===== config.mk =====
export PLATFORM = sky130hd
export DESIGN_NAME = arb_request_agent
export DESIGN_NICKNAME = d
export VERILOG_FILES = /design/src/rtl/arb_request_agent.sv
export SDC_FILE = /design/constraint.sdc
export NUM_CORES = 1
export LEC_CHECK = 0
export CORE_ASPECT_RATIO = 0.5
export CORE_UTILIZATION = 54
export DETAILED_ROUTE_END_ITERATION = 8
export PLACE_DENSITY = 0.76
export SLEW_MARGIN = 0
export SYNTH_ARGS = -nofsm -noshare
export SYNTH_HDL_FRONTEND = slang
export SYNTH_SLANG_ARGS = --single-unit

===== constraint.sdc =====
create_clock -name clk -period 13.8 [get_ports clk]
set_input_delay 2.76 -clock clk [delete_from_list [all_inputs] [get_ports clk]]
set_output_delay 2.76 -clock clk [all_outputs]
set_load 0.03 [all_outputs]

===== src/rtl/arb_request_agent.sv =====
// Requester-side agent for a round-robin arbiter: buffers producer words in a FIFO,
// requests while non-empty, and drives one registered word per granted cycle.
module arb_request_agent #(
   parameter int DATA_WIDTH = 32,
   parameter int FIFO_DEPTH = 4,
   parameter int PTR_WIDTH  = 2
) (
   input  logic                  clk,
   input  logic                  rst,
   input  logic                  in_valid,
   input  logic [DATA_WIDTH-1:0] in_data,
   output logic                  in_ready,
   output logic                  req,
   input  logic                  grant,
   output logic                  bus_valid,
   output logic [DATA_WIDTH-1:0] bus_data,
   output logic [PTR_WIDTH:0]    count,
   output logic                  proto_err
);

   localparam logic [PTR_WIDTH:0]   DEPTH_C = (PTR_WIDTH+1)'(FIFO_DEPTH);
   localparam logic [PTR_WIDTH:0]   CNT_ONE = (PTR_WIDTH+1)'(1);
   localparam logic [PTR_WIDTH-1:0] PTR_ONE = PTR_WIDTH'(1);

   logic [DATA_WIDTH-1:0] mem_q [FIFO_DEPTH];
   logic [DATA_WIDTH-1:0] mem_d [FIFO_DEPTH];
   logic [PTR_WIDTH-1:0]  wr_ptr_q, wr_ptr_d;
   logic [PTR_WIDTH-1:0]  rd_ptr_q, rd_ptr_d;
   logic [PTR_WIDTH:0]    count_q, count_d;
   logic                  bus_valid_q, bus_valid_d;
   logic [DATA_WIDTH-1:0] bus_data_q, bus_data_d;
   logic                  proto_err_q, proto_err_d;
   logic                  push;
   logic                  pop;

   // req must never depend on grant: the arbiter's grant is combinational on req.
   assign req       = (count_q != '0);
   assign in_ready  = (count_q != DEPTH_C);
   assign push      = in_valid && in_ready;
   assign pop       = req && grant;
   assign bus_valid = bus_valid_q;
   assign bus_data  = bus_data_q;
   assign count     = count_q;
   assign proto_err = proto_err_q;

   always_comb begin
      mem_d       = mem_q;
      wr_ptr_d    = wr_ptr_q;
      rd_ptr_d    = rd_ptr_q;
      count_d     = count_q;
      bus_valid_d = 1'b0;
      bus_data_d  = bus_data_q;
      proto_err_d = proto_err_q | (grant & ~req);

      if (push) begin
         mem_d[wr_ptr_q] = in_data;
         wr_ptr_d        = wr_ptr_q + PTR_ONE;
      end

      if (pop) begin
         bus_valid_d = 1'b1;
         bus_data_d  = mem_q[rd_ptr_q];
         rd_ptr_d    = rd_ptr_q + PTR_ONE;
      end

      case ({push, pop})
         2'b10:   count_d = count_q + CNT_ONE;
         2'b01:   count_d = count_q - CNT_ONE;
         default: count_d = count_q;
      endcase
   end

   always_ff @(posedge clk or posedge rst) begin
      if (rst) begin
         for (int i = 0; i < FIFO_DEPTH; i++) begin
            mem_q[i] <= '0;
         end
         wr_ptr_q    <= '0;
         rd_ptr_q    <= '0;
         count_q     <= '0;
         bus_valid_q <= 1'b0;
         bus_data_q  <= '0;
         proto_err_q <= 1'b0;
      end else begin
         mem_q       <= mem_d;
         wr_ptr_q    <= wr_ptr_d;
         rd_ptr_q    <= rd_ptr_d;
         count_q     <= count_d;
         bus_valid_q <= bus_valid_d;
         bus_data_q  <= bus_data_d;
         proto_err_q <= proto_err_d;
      end
   end

endmodule


# Word level (Yosys, flattened, before mapping)
# Index checks and enable logic that the tools add are counted.
# word_totals
reg_bits	169
wordCells	38
ram_bits	0
n_memories	0
latchBits	0
out_inout_bits	39
romBits	0
inputBits	36
# classes
order_cmp	3
reduce_logical	5
shifts	0
n_div	0
add_sub_neg	4
n_eq_ne	3
multipliers	0
n_mux	8
bitwise	5
# op_table
operator	count
$bwmux 128	1
$mux 32	3
$bmux 32 s2	1
$demux 32 s2	1
$ge 3x3->1 const B	2
$not 2->3	2
$pmux 3 s2	1
$add 2x1->2 const B	2
$add 3x1->3 const B	1
$logic_and 1x1->1	3
$lt 3x1->1 const B	1
$ne 3x3->1 const B	1
$reduce_bool 3->1	1
$sub 3x1->3 const B	1
$eq 2x1->1 const B	1
$eq 2x2->1 const B	1
$reduce_bool 2->1	1
$and 1x1->1	1
$mux 1	1
$not 1->1	1
$or 1x1->1	1

# Depth between registers and ports, before layout
# Gate-level depths: netlist of the first run.
# depth
ltp_word	6
mapped_depth	9
ltp_nobuf	8

# Worst setup path before layout of the first run
# Ideal clock, no wire load.
# synth_path
path_kind	input -> register
from	in grant
to	reg count_q[2], in the netlist count[2]
n_path_buf	2
required_time_ps	13719
setup_ps	81
setup_slack_ps	9453
arrival_ps	4267
stages	9
cell_sequence	o31a_2 buf_2 buf_2 ha_1 inv_1 fa_1 xor2_1 nor2_1 xor2_1
# synth_between
elab_chain_cells	3
word_cells_on_any_way	5
cone_classes	eq/ne (2); mux (1); reduce/logical (2)
# synth_lines
element	line	rtl
from (decl)	14	input logic grant,
$logic_and 1x1->1 *	40	assign pop = req && grant;
$eq 2x1->1 or $eq 2x2->1 (tied branches)	66	case ({push, pop})
$pmux 3 s2 or $reduce_bool 2->1 (tied branches)	-	
to (signal assigned)	88	count_q <= count_d;
to (decl)	29	logic [PTR_WIDTH:0] count_q, count_d;
# Every way passes the cells marked *; elsewhere a longest branch is shown, timed or not.
# A chain may end at the register's enable or synchronous reset.

# Final worst setup path of the first run
# Ends and elaborated chain as after synthesis.

==> impl_results.md, run 1 <==
* Multiplexer area fraction after synthesis at 38.1%
* Fin Setup TNS at 0 ps
* Maximum vdd drop at 0.117 mV
* DP HPWL at 7.76 mm
* Full die area at 15000 um^2
* Tightest Pin Transition at 1110 ps
* Layout cells sized above 1 at 46.8%
* Crit path capture type: flop
* Mean Syn Cell Area at 18.7 um^2
* XOR/XNOR Fraction of Synth Area at 0.671%
* Post-CTS sizing at 0
* Vias per cell at 5.36
* Grt total ovfl at 0
* Crit start category: input port
* CTS Buf Count at 17
* Synthesis-to-finish area growth at 16.2%
* PD cells at 269 nW/um^2
* Clock latency on the worst-skew pair at 420 ps
* Post-synthesis cell type count at 22
* DRC Markers at 0
* Seq cells post-synth at 169
* Inserted Diodes at 0
* Pint at 0.00169 W
* Initial antenna violation count at 0
* # hold bufs at CTS at 0
* Bufs on Longest Clock Path at 2
* Drt pass-1 iters at 4
* Final Max Tran Viols at 0
* Worst-path clk slew at 60 ps
* Pleak at 4.21 nW
* Root Driver: clkbuf_16
* Switching share of power at 30.9%
* Min setup slack post-route at 8810 ps
* Most frequent cells in the layout: dfrtp_1 (167), mux2_4 (120), clkdlybuf4s50_1 (74)
* Post-CTS Setup Bufs at 0
* Worst EP required at 14150 ps
* Fin area at 9100 um^2
* FP Rows at 30
* Gpl congestion at 0.686
* Outcome: finished clean
* I/O pin count at 75
* Post-synthesis simple-gate area fraction at 1.29%
* Commonest non-fill, non-tap cell in the layout: dfrtp_1
* CP Class: in2reg
* Synth Area in Adders at 1.05%
* Routed WL at 13.7 mm
* Critical Path AT at 5330 ps
* H-Tree Depth at 4
* CTS tree: yes
* Clock skew at 7.49 ps
* Die Span Y at 87.1 um
* Normalized max-slew margin at 26.2%
* Largest family of logic cells by synthesized area: multiplexers
* Dpl ws at 8370 ps
* Initial core utilization at 56.5%
* Total track usage at 20.8%
* Initial DRC Count at 158
* CORE AREA at 13900 um^2
* Nets@finish at 531
* Filler instances at 943
* Max-cap violation count at 0
* Die width at 172 um
* Gate Count Post-Synth at 419
* Vias at 3720
* NetSw at 0.000757 W
* PortBufs at 74
* Routed wire per std cell at 19.8 um
* Largest net degree at the start of global routing at 106
* Setup-failing EPs final at 0
* Hold Vio Cnt, Final at 0
* Comb power frac at 42.3%
* Sequential area share after synthesis at 54.0%
* Sink count of the clock tree at 169
* Syn. warnings at 0
* First-pass GRT wire length at 23.0 mm
* Syn Nets at 461
* Worst hold-check path type: reg2reg
* Cell Area, Synth at 7830 um^2
* Fin crit period at 4990 ps
* Vias in the first global route at 4091
* Synth Area in Compound Gates at 0.288%
* Hold WS at 485 ps
* Worst Path Max Fanout at 36
* Flop pwr share at 38.0%
* Antenna-violating nets left at 0
* RSZ-0062 raised after global routing: no
* DP Area at 8500 um^2
* Fmax achieved at 0.200 GHz
* Clk pwr share at 19.7%
* Final period util at 36.1%
==> power groups by stage <==
stage               logic (W)  registers (W)  clock network, W
finish                0.00104       0.000930          0.000481
global route          0.00111       0.000965          0.000509
CTS                   0.00105       0.000931          0.000485
detailed placement    0.00104       0.000930                 0
global placement      0.00102       0.000926                 0
floorplan            0.000787       0.000964                 0
==> sequential cells by signal, indices dropped and copies added, names as in the netlist <==
| name | flops |
|---|---|
| bus_data | 32 |
| count | 3 |
| proto_err | 1 |
| bus_valid | 1 |
| rd_ptr_q | 2 |
| mem_q | 128 |
| wr_ptr_q | 2 |
==> worst max-delay path: stages <==
cell and delay, ps:
clkdlybuf4s50_1 480, o31a_2 890, ha_1 320, inv_1 60, fa_1 370, xor2_1 170, nor2_1 120, xor2_1 150
==> metal layers <==
metal | vias to the layer above | track usage (%) | part of all wire, %
met5 | - | 0 | 0
met4 | 0 | 5.63 | 0.92
met3 | 13 | 4.41 | 2.9
met2 | 52 | 31.2 | 45
met1 | 1998 | 31.0 | 51
li1 | 1657 | - | -
==> kinds of logic (layout without fill, tap and decap cells) <==
family,after synthesis,count (layout)
muxes,193,193
DFF,169,169
buffers and inverters,32,115
and+or+nand+nor,10,10
adders and majority gates,6,6
xor gates and xnor gates,6,6
AOI/OAI and AO/OA,3,3
==> cell usage after synthesis (all sizes together) <==
cell | n | area [um^2]
xor2 | 3 | 26.3
mux4 | 32 | 721
or3b | 1 | 8.76
xnor2 | 3 | 26.3
dfrtp | 169 | 4230
fa | 1 | 20.0
nand2 | 3 | 11.3
mux2 | 161 | 2260
inv | 7 | 26.3
ha | 5 | 62.6
nand3 | 4 | 70.1
clkbuf | 2 | 7.51
o21ai | 1 | 5.00
or3 | 1 | 7.51
o31a | 1 | 10.0
nor2 | 1 | 3.75
buf | 23 | 323
o21bai | 1 | 7.51
==> stage by stage <==
step           total power (W)  std cells  utilization, %
2_1_floorplan          0.00175        419               -
3_3_place_gp           0.00194        662            61.4
3_5_place_dp           0.00197        662            61.4
4_1_cts                0.00246        694            65.7
5_1_grt                0.00258        694            65.7
6_report               0.00245        694            65.7
==> worst paths after layout <==
path	startpoint	cells past startpoint	end	slack (ps)
hold reg to reg	proto_err$_DFF_PP0_	1	proto_err$_DFF_PP0_	480
min in group asynchronous	rst	2	bus_data[10]$_DFFE_PP0P_	2910
hold / removal	proto_err$_DFF_PP0_	1	proto_err$_DFF_PP0_	480
max in group asynchronous	rst	3	mem_q[52]$_DFFE_PP0P_	9500
setup reg to reg	count[0]$_DFFE_PP0P_	7	count[2]$_DFFE_PP0P_	11180
setup / recovery	grant	8	count[2]$_DFFE_PP0P_	8810
==> layout make-up <==
| class | count | area [um^2] | share of cell area, % |
|---|---|---|---|
| Clock buffer | 20 | 457 | 5.02 |
| Inverter | 7 | 31.3 | 0.344 |
| Tap cell | 192 | 240 | 2.64 |
| Timing Repair Buffer | 76 | 756 | 8.30 |
| Multi-Input combinational cell | 218 | 3240 | 35.6 |
| Clock inverter | 12 | 141 | 1.55 |
| Sequential cell | 169 | 4230 | 46.5 |
Note: power is estimated with default switching activity, not from simulation.
==> run 2: changes to the inputs <==
==> constraint.sdc (replaced) <==
create_clock -name clk -period 4.6 [get_ports clk]
set_input_delay 0.92 -clock clk [delete_from_list [all_inputs] [get_ports clk]]
set_output_delay 0.92 -clock clk [all_outputs]
set_load 0.03 [all_outputs]
==> run 2 against run 1 <==
Clock skew grew 3.2 ps. Utilization grew 0.31 points. Worst hold slack better by 2.7 ps. Worst setup slack got worse by 7200 ps. Flip-flop and latch count is the same. Critical endpoint is now in_ready. Largest power group unchanged. Highest routed layer unchanged.
==> impl_results.md, run 2 (synthesis results as in run 1) <==
* Final period util at 65.4%
* Worst hold-check path type: reg2reg (unchanged)
* Vias in the first global route at 4031 (was 4091)
* DRC Markers at 0 (unchanged)
* Vias per cell at 5.40 (was 5.36)
* Worst Path Max Fanout at 6 (was 36)
* Pleak at 4.23 nW (was 4.21 nW)
* Full die area at 15000 um^2 (unchanged)
* Root Driver: clkbuf_16 (unchanged)
* Routed wire per std cell at 19.6 um (was 19.8 um)
* Fin area at 9140 um^2 (was 9100 um^2)
* Final Max Tran Viols at 0 (unchanged)
* Synthesis-to-finish area growth at 16.8% (was 16.2%)
* H-Tree Depth at 4 (unchanged)
* CORE AREA at 13900 um^2 (unchanged)
* Setup-failing EPs final at 0 (unchanged)
* Routed WL at 13.7 mm (about the same)
* CP Cell Sequence: or3b_1, clkdlybuf4s50_1 (was clkdlybuf4s50_1, o31a_2, ha_1, inv_1, fa_1, xor2_1, nor2_1, xor2_1)
* Slowest-stage cell, CP: clkdlybuf4s50_1 (was o31a_2)
* PD cells at 804 nW/um^2 (was 269 nW/um^2)
* Initial antenna violation count at 0 (unchanged)
* CP top delay family: buffers and inverters (was compound AO/OA/AOI/OAI gates)
* Die width at 172 um (unchanged)
* Fin Setup TNS at 0 ps (unchanged)
* # hold bufs at CTS at 0 (unchanged)
* Hold Vio Cnt, Final at 0 (unchanged)
* DP Area at 8540 um^2 (was 8500 um^2)
* I/O pin count at 75 (unchanged)
* DP HPWL at 7.81 mm (was 7.76 mm)
* Worst EP required at 3680 ps (was 14150 ps)
* Commonest non-fill, non-tap cell in the layout: dfrtp_1 (unchanged)
* Inserted Diodes at 0 (unchanged)
* Worst path buffer plus inverter count at 1 (was 2)
* Sink count of the clock tree at 169 (unchanged)
* Power Total at 0.00735 W (was 0.00245 W)
* Layout cells sized above 1 at 47.2% (was 46.8%)
* Max-cap violation count at 0 (unchanged)
* Antenna-violating nets left at 0 (unchanged)
* Vias at 3755 (was 3720)
* Crit start category: flop (was input port)
* Fmax achieved at 0.332 GHz
* Largest net degree at the start of global routing at 67 (was 106)
* Normalized max-slew margin at 36.4% (was 26.2%)
* CTS tree: yes (unchanged)
* Initial core utilization at 56.5% (unchanged)
* Fin crit period at 3010 ps
* Post-CTS sizing at 0 (unchanged)
* PortBufs at 74 (unchanged)
* Crit path capture type: output pin (was flop)
* Grt total ovfl at 0 (unchanged)
* Maximum vdd drop at 0.355 mV (was 0.117 mV)
* Total track usage at 20.5% (was 20.8%)
* Initial DRC Count at 196 (was 158)
* Max reg flops at 128 (unchanged)
* Outcome: finished clean (unchanged)
* Clock skew at 10.7 ps (was 7.49 ps)
* Gpl congestion at 0.693 (was 0.686)
* FP Rows at 30 (unchanged)
* Post-CTS Setup Bufs at 0 (unchanged)
* RSZ-0062 raised after global routing: no (unchanged)
* Tightest Pin Transition at 952 ps (was 1110 ps)
* Bufs on Longest Clock Path at 2 (unchanged)
* Clock latency on the worst-skew pair at 420 ps (about the same)
* Drt pass-1 iters at 4 (unchanged)
* Critical Path Max Stage Delay at 660 ps (was 890 ps)
* First-pass GRT wire length at 22.7 mm (was 23.0 mm)
* Most frequent cells in the layout: dfrtp_1 (167), mux2_4 (120), clkdlybuf4s50_1 (74) (unchanged)
* CP Class: reg2out (was in2reg)
* Biggest register: mem_q (unchanged)
* Nets@finish at 533 (was 531)
* Worst-path clk slew at 60 ps (about the same)
* CTS Buf Count at 17 (unchanged)
* Die Span Y at 87.1 um (unchanged)
* Critical Path AT at 2090 ps (was 5330 ps)
run 2: cell count changes in the layout (fill, tap and decap cells not counted), sizes merged:
cell	delta
inv	+5
clkbuf	-3
clkinv	-3
buf	+2
clkinvlp	+1
run 2: worst paths after layout:
kind / from / slack [ps] / cells past startpoint / endpoint
min in group asynchronous: rst / 1060 / 2 / mem_q[109]$_DFFE_PP0P_
max in group asynchronous: rst / 2690 / 3 / bus_data[10]$_DFFE_PP0P_
hold reg to reg: proto_err$_DFF_PP0_ / 490 / 1 / proto_err$_DFF_PP0_
hold / removal: proto_err$_DFF_PP0_ / 490 / 1 / proto_err$_DFF_PP0_
setup reg to reg: count[0]$_DFFE_PP0P_ / 2170 / 8 / count[2]$_DFFE_PP0P_
setup / recovery: count[0]$_DFFE_PP0P_ / 1590 / 2 / in_ready
run 2: per-stage QoR:
step | worst slack [ps] | cells | utilization [%] | hold slack (ps)
after detailed placement | 1570 | 664 | 61.7 | 474
after global routing | 1490 | 696 | 66.0 | 504
after CTS | 1560 | 696 | 66.0 | 493
final | 1590 | 696 | 66.0 | 487
after floorplan | 1530 | 419 | - | 474
after global placement | 1610 | 664 | 61.7 | 468
run 2: layout make-up:
cell class	instances	area [um^2]
Sequential cell	169	4230
Tap cell	192	240
Fill cell	926	4710
Multi-Input combinational cell	218	3240
Inverter	7	30.0
Timing Repair Buffer	78	796
Clock inverter	15	176
Clock buffer	17	425
run 2: worst register-to-register path, stage by stage, from the launching register on:
cell	delay, ps
dfrtp_1	450
or3b_1	560
nand2_1	220
ha_1	220
inv_1	60
fa_1	370
xor2_1	170
nor2_1	110
xor2_1	180
run 2: report_power, final:
| group | leakage [nW] | total, W | switching (W) | internal [W] |
|---|---|---|---|---|
| clock | 0.290 | 0.00146 | 0.000634 | 0.000822 |
| sequential | 2.00 | 0.00279 | 0.000532 | 0.00226 |
| combinational | 1.94 | 0.00311 | 0.00113 | 0.00198 |
run 2: metal layers:
layer / vias to the layer above / wire (um) / global-route usage [%]
met2: 55 / 6120 / 30.2
li1: 1673 / - / -
met1: 2021 / 7020 / 30.6
met3: 6 / 430 / 5.13
met4: 0 / 85 / 4.83
met5: - / 0 / 0
